File: config.mk
export PLATFORM = sky130hd
export DESIGN_NAME = encoder_4to2_reg
export DESIGN_NICKNAME = d
export VERILOG_FILES = /design/src/rtl/encoder_4to2_reg.sv
export SDC_FILE = /design/constraint.sdc
export NUM_CORES = 1
export LEC_CHECK = 0
export ABC_AREA = 1
export BUFFER_PORTS_ARGS = -buffer_cell sky130_fd_sc_hd__buf_2
export CORE_AREA = 3 3 40 42
export CTS_CLUSTER_DIAMETER = 150
export DETAILED_ROUTE_END_ITERATION = 10
export DIE_AREA = 0 0 43 45
export GPL_TIMING_DRIVEN = 0
export PLACE_DENSITY = 0.67
export RECOVER_POWER = 100
export SLEW_MARGIN = 20
export SYNTH_ARGS = -nofsm -noshare
export SYNTH_HDL_FRONTEND = slang
export SYNTH_SLANG_ARGS = --single-unit
File: constraint.sdc
create_clock -name clk -period 3.8 [get_ports clk]
set_input_delay 0.76 -clock clk [delete_from_list [all_inputs] [get_ports clk]]
set_output_delay 0.76 -clock clk [all_outputs]
set_load 0.05 [all_outputs]
File: src/rtl/encoder_4to2_reg.sv
// Registered 4-to-2 priority encoder with a one-deep
// valid/ready output slot and a saturating multi-hot error counter.
module encoder_4to2_reg #(
  parameter int CNT_W = 4
) (
  input  logic             clk,
  input  logic             rst,
  input  logic             e,
  input  logic [3:0]       d,
  input  logic             in_valid,
  output logic             in_ready,
  output logic [1:0]       y,
  output logic             zero,
  output logic             multi,
  output logic             out_valid,
  input  logic             out_ready,
  input  logic             clr,
  output logic [CNT_W-1:0] err_cnt
);

  typedef enum logic {
    EMPTY = 1'b0,
    FULL  = 1'b1
  } state_t;

  localparam logic [CNT_W-1:0] CNT_MAX = '1;

  state_t     state;
  logic       accept;
  logic [1:0] y_n;
  logic       zero_n;
  logic       multi_n;

  assign out_valid = (state == FULL);
  // Held in reset so nothing is accepted mid-reset.
  assign in_ready  = ~rst & e & (~out_valid | out_ready);
  assign accept    = in_valid & in_ready;

  always_comb begin
    y_n = 2'd0;
    priority case (1'b1)
      d[3]:    y_n = 2'd3;
      d[2]:    y_n = 2'd2;
      d[1]:    y_n = 2'd1;
      default: y_n = 2'd0;
    endcase
  end

  assign zero_n  = (d == 4'b0000);
  assign multi_n = ($countones(d) >= 2);

  always_ff @(posedge clk) begin
    if (rst) begin
      state   <= EMPTY;
      y       <= 2'd0;
      zero    <= 1'b0;
      multi   <= 1'b0;
      err_cnt <= '0;
    end else begin
      unique case (state)
        EMPTY: if (accept) state <= FULL;
        FULL:  if (!accept && out_ready) state <= EMPTY;
        default: state <= EMPTY;
      endcase
      if (accept) begin
        y     <= y_n;
        zero  <= zero_n;
        multi <= multi_n;
      end
      if (clr)
        err_cnt <= '0;
      else if (accept && multi_n && err_cnt != CNT_MAX)
        err_cnt <= err_cnt + 1'b1;
    end
  end

endmodule
== After elaboration in Yosys (flattened, before gate mapping) ==
Cells that the tools add are included.
Operators by class
  bitwise logic cells: 6
  magnitude comparators: 1
  equality and inequality tests: 1
  muxes and demuxes: 6
  add/sub/neg operators: 4
  reductions and logical operators: 6
Operators with widths (count)
  $add A1 B1 Y2: 2
  $add A4 B1 Y4 const B: 1
  $logic_not A4 Y1: 1
  $mux W2: 2
  $ne A4 B4 Y1 const B: 1
  $add A2 B2 Y3: 1
  $and A1 B1 Y1: 3
  $ge A3 B2 Y1 const B: 1
  $logic_and A1 B1 Y1: 3
  $mux W1: 3
  $not A1 Y1: 2
  $pmux W1 S2: 1
  $reduce_or A2 Y1: 1
  $logic_not A1 Y1: 1
  $or A1 B1 Y1: 1
Storage, ports and cells
  bits in registers: 9
  word-level logic and storage cells: 29
  input bits: 10

== Logic depth before layout (Yosys ltp) ==
Gate-level depths: netlist of run 1.
  word-level depth: 8
  depth in mapped cells: 8

== Worst setup path before layout of run 1 ==
Ideal clock, no wire load.
  path kind: input to output
  from: in rst
  to: out in_ready
  path slack: 1753 ps
  cell stages on the path: 4
  buffers on the path: 1
  data arrival time: 1287 ps
  path through: buf_6 inv_2 nand2_2 nor2_4
Between the ends
  longest elaborated chain between the ends: 3
Ends and longest elaborated chain
  from (decl): line 7  | input logic rst,
  $not A1 Y1: line 36  | assign in_ready = ~rst & e & (~out_valid | out_ready);
  $and A1 B1 Y1 (2 in a row): line 36
  to (decl): line 11  | output logic in_ready,
No other way between the ends.

== Worst setup path in the final report of run 1 ==
Same ends and word-level chain as after synthesis.

==> results.toml, run 1 <==
[yosys]
yosysMostFrequentCell = "nand2_1"
synth_cells = 74
synth-seq-cells = 9
synth.avg_cell_area_um2 = 7.15
netlist_top_cells_area = "dfxtp_1 (34%), nand2_1 (9.9%), inv_1 (9.2%)"
synth_area_um2 = 529
synthDistinctLibCells = 17
yosys_warnings = 0
synth_seq_area_share = 0.340
synth-edff-count = 0
synth_largest_area_cell = "dfxtp_1"
synth_top_area_frac = 0.340
synth_nets = 87
netlist_top_cells_count = "nand2_1 (14), inv_1 (13), nor2_1 (13)"
ys.flop_type = "dfxtp_1"
async_flop_share = 0

[grt]
grtUsageMet2 = 0.207
use_met3 = 0.0518
use_met1 = 0.134
antenna_found_initial = 0
grt_pass1_vias = 445
grt_most_used_layer = "met2"
grt_overflow = 0
grt_usage = 0.125
grt_max_degree = 9
grt_pass1_wl_um = 1750

[timing]
worst_pin_slew_ns = 0.598
period_share = 0.619
finalWorstSetupSlack_ns = 1.45
drv_slew = 0
final-hold-violation-count = 0
whs_ns = 0.463
finalSetupViolations = 0
rsz0062_at_grt = "false"
clock.fmax_ghz = 0.425
finalSetupTns_ns = 0
final.min_clock_period_ns = 2.35
max_slew_margin = 0.603
finClkSkew_ns = 0.00176

[critical_path]
crit_chain = "buf_6 > inv_2 > nand2_2 > nor2_4 > clkbuf_1"
r2r.worst_path.cells = 6
worstPathArrival_ns = 1.59
critPathLaunchType = "input pin"
endpoint_kind = "primary output"
r2r_end = "err_cnt[2]"
r2r_setup_slack_ns = 2.56
cp_data_required_time_ns = 3.04
reg2reg_from = "out_valid"
critical_path.slowest_cell = "clkbuf_1"
worstPathMaxFanout = 8
path_class = "in2out"
slowest_delay_ns = 0.48

[die]
die-area_um2 = 1940
fp.dieW_um = 43
fp-row-count = 13
pin_count = 20
start_util = 0.412
die_h_um = 45
core_area_um2 = 1280

[final_layout]
fin_cells = 111
fillCellCount = 149
diodes = 0
drive_above_1_share = 0.146
syn_to_final_growth_pct = 18.7
final_nets = 110

[clocking]
cts_hold_buf = 0
ctsResizeCount = 0
htreeDepth = 1
clk_path_buf_depth = 2
post_cts_buffers = 0
cts_root_buf = "clkbuf_4"
clk_pin_slew_ns = 0.06
cts-buffers-inserted = 3
worstSkewPairLatency_ns = 0.26
cts.sinks = 9
cts_tree = "built"

[min_path]
hold_path.class = "reg2reg"
min-delay-start = "multi"
hold_end = "multi"
worstHoldPathCells = 2

[place]
place_congestion = 0.765
io_buffers = 18
hpwl_um = 847
dp_cells = 107
place_ws_ns = 1.64

[route]
viasPerCell = 4.47
detail-route-antenna-nets = 0
drtIter0Drc = 3
detail_route.wl_per_cell_um = 9.57
drc = 0
drtPass1Iterations = 4
routed_wl_um = 1060
dr_total_vias = 496

[power]
powerDensity_nw_per_um2 = 332
ir_drop_v = 0.000116
p_leak_uw = 0.000297

[job]
drv_cap = 0

[outcome]
run_status = "completed"
==> layout make-up <==
cell class / count / area, µm² / share of cell area
Buffer: 1 / 11.3 / 0.0179
Clock buffer: 4 / 26.3 / 0.0418
Timing Repair Buffer: 18 / 75.1 / 0.120
Sequential cell: 9 / 180 / 0.287
Inverter: 14 / 52.6 / 0.0837
Tap cell: 15 / 18.8 / 0.0299
Multi-Input combinational cell: 50 / 264 / 0.420
==> worst max-delay path: cells and delay by family <==
kind	cells	cell delay, ns
buf+inv	3	0.65
simple gates	2	0.18
==> layout by cell type, fill, tap and decap left out <==
cell type / synthesis / layout
a21oi_1: 7 / 7
buf_6: 1 / 1
nand2_1: 14 / 14
nand3_1: 4 / 5
clkbuf_4: 0 / 3
buf_2: 0 / 6
nand4_1: 2 / 3
dfxtp_1: 9 / 9
fa_1: 1 / 1
clkbuf_1: 0 / 13
inv_2: 1 / 1
inv_1: 13 / 13
nor2_1: 13 / 14
nor2_4: 2 / 2
or2_0: 1 / 1
ha_1: 2 / 2
nand2_2: 1 / 1
==> state kept, by name, indices dropped and copies added, names as in the netlist <==
register / cells
zero: 1
err_cnt: 4
y: 2
multi: 1
out_valid: 1
==> metal layers <==
metal | part of all wire | vias up
li1 | - | 275
met1 | 0.44 | 207
met2 | 0.48 | 12
met3 | 0.064 | 2
met4 | 0.0075 | 0
met5 | 0 | -
==> kinds of logic after synthesis <==
family | count (synthesis) | share of synthesized area
AO/OA/AOI/OAI | 7 | 0.0662
AND/OR/NAND/NOR | 40 | 0.388
flip-flops | 9 | 0.340
adder cells (fa/ha/maj) | 3 | 0.0851
buffers and inverters | 15 | 0.121
==> worst max path at each step <==
stage,start,end,slack (ns)
finish,rst,in_ready,1.45
detailed placement,rst,in_ready,1.64
global placement,rst,in_ready,1.64
floorplan,rst,in_ready,1.75
CTS,rst,in_ready,1.64
global route,rst,in_ready,1.39
==> stage by stage <==
step / power [µW] / cell area [µm²] / util
6_report: 209 / 628 / 0.489
5_1_grt: 222 / 628 / 0.489
4_1_cts: 216 / 664 / 0.517
3_5_place_dp: 140 / 638 / 0.497
3_3_place_gp: 139 / 638 / 0.497
2_1_floorplan: 128 / 529 / -
==> where the power goes <==
group	internal, µW	leakage, µW	switching (µW)	total, µW
clock network	40.5	0.0000150	33.5	74.0
logic	11.1	0.000209	25.6	36.7
registers	96.6	0.0000729	1.30	97.9
Note: power is estimated with default switching activity, not from simulation.
==> inputs of run 2 (changes only) <==
clock period = 2.45 ns   (was 3.8 ns; I/O delays follow)
==> results.toml, run 2 (same netlist as run 1, synthesis figures left out) <==
[grt]
grt_overflow = 0
grt_usage = 0.125
grt_pass1_wl_um = 1750
grt_max_degree = 9
antenna_found_initial = 0
grt_pass1_vias = 445

[clocking]
cts_tree = "built"
cts-buffers-inserted = 3
clk_path_buf_depth = 2
post_cts_buffers = 0
cts_root_buf = "clkbuf_4"
ctsResizeCount = 0
clk_pin_slew_ns = 0.06
worstSkewPairLatency_ns = 0.26
cts.sinks = 9
htreeDepth = 1
cts_hold_buf = 0

[final_layout]
fillCellCount = 148
diodes = 0
syn_to_final_growth_pct = 18.9
seq_area_um2 = 180
largest_reg_flops = 4
final_cell_area_um2 = 629
drive_above_1_share = 0.156
top_register = "err_cnt"
final_cell_mix = "nor2_1 (14), nand2_1 (14), inv_1 (13)"
final_nets = 110
final_core_util = 0.490
reg_top3 = "err_cnt: 4 flops, y: 2 flops"
multi_input_area_um2 = 264

[timing]
finalSetupViolations = 0
rsz0062_at_grt = "false"
drv_slew = 0
finClkSkew_ns = 0.00176
finalSetupTns_ns = 0
max_slew_margin = 0.603
whs_ns = 0.429
worst_pin_slew_ns = 0.598
final-hold-violation-count = 0
clock.fmax_ghz = 0.553
period_share = 0.738
final.min_clock_period_ns = 1.81

[job]
drv_cap = 0

[min_path]
hold_path.class = "in2reg"

[die]
die_h_um = 45
fp-row-count = 13
start_util = 0.412
die-area_um2 = 1940
pin_count = 20
core_area_um2 = 1280
fp.dieW_um = 43

[power]
ir_drop_v = 0.000180
p_total_uw = 324
p_leak_uw = 0.000300
powerDensity_nw_per_um2 = 515

[route]
dr_total_vias = 496
drtPass1Iterations = 4
viasPerCell = 4.47
routed_wl_um = 1060
drc = 0
drtIter0Drc = 3
detail-route-antenna-nets = 0
detail_route.wl_per_cell_um = 9.58

[place]
io_buffers = 18
dpl_cell_area_um2 = 638
place_congestion = 0.765
hpwl_um = 847

[critical_path]
cp_data_required_time_ns = 1.96
worstPathArrival_ns = 1.32
path_class = "in2out"
critPathLaunchType = "input pin"
worstPathMaxFanout = 8
endpoint_kind = "primary output"

[outcome]
run_status = "completed"
run 2: changes by cell type in the layout (fill, tap and decap cells not counted), sizes merged:
cell and change:
buf +1, clkbuf -1
run 2: where the power goes:
group | switching [µW] | internal [µW] | total [µW] | leakage [µW]
clock network | 52.0 | 62.8 | 115 | 0.0000150
registers | 2.02 | 150 | 152 | 0.0000729
logic | 39.8 | 17.4 | 57.2 | 0.000212
run 2: metal layers:
| metal | up-vias | track usage | wire, µm |
|---|---|---|---|
| met5 | - | 0 | 0 |
| met3 | 2 | 0.0518 | 69 |
| met2 | 12 | 0.207 | 510 |
| met4 | 0 | 0.0723 | 8 |
| li1 | 275 | - | - |
| met1 | 207 | 0.134 | 475 |
run 2: final timing paths:
| kind | from | cells after the start | slack (ns) | to |
|---|---|---|---|---|
| worst min register to register | multi | 2 | 0.46 | multi |
| worst min-delay path | rst | 2 | 0.43 | multi |
| worst max-delay path | rst | 5 | 0.64 | in_ready |
| worst max register to register | out_valid | 6 | 1.21 | err_cnt[2] |
run 2: area by class of cell:
cell class | instances | share of cell area
Clock buffer | 4 | 0.0417
Inverter | 14 | 0.0835
Tap cell | 15 | 0.0298
Sequential cell | 9 | 0.286
Buffer | 1 | 0.0179
Multi-Input combinational cell | 50 | 0.419
Timing Repair Buffer | 18 | 0.121
run 2: critical path, cell delays in order:
cell	delay, ns
buf_6	0.12
inv_2	0.05
nand2_2	0.05
nor2_4	0.13
clkbuf_1	0.48
run 2: metrics by stage:
stage          instances  setup WS [ns]
2_1_floorplan         74          0.811
3_3_place_gp         107          0.629
3_5_place_dp         107          0.606
4_1_cts              111          0.833
6_report             111          0.641
5_1_grt              111          0.587
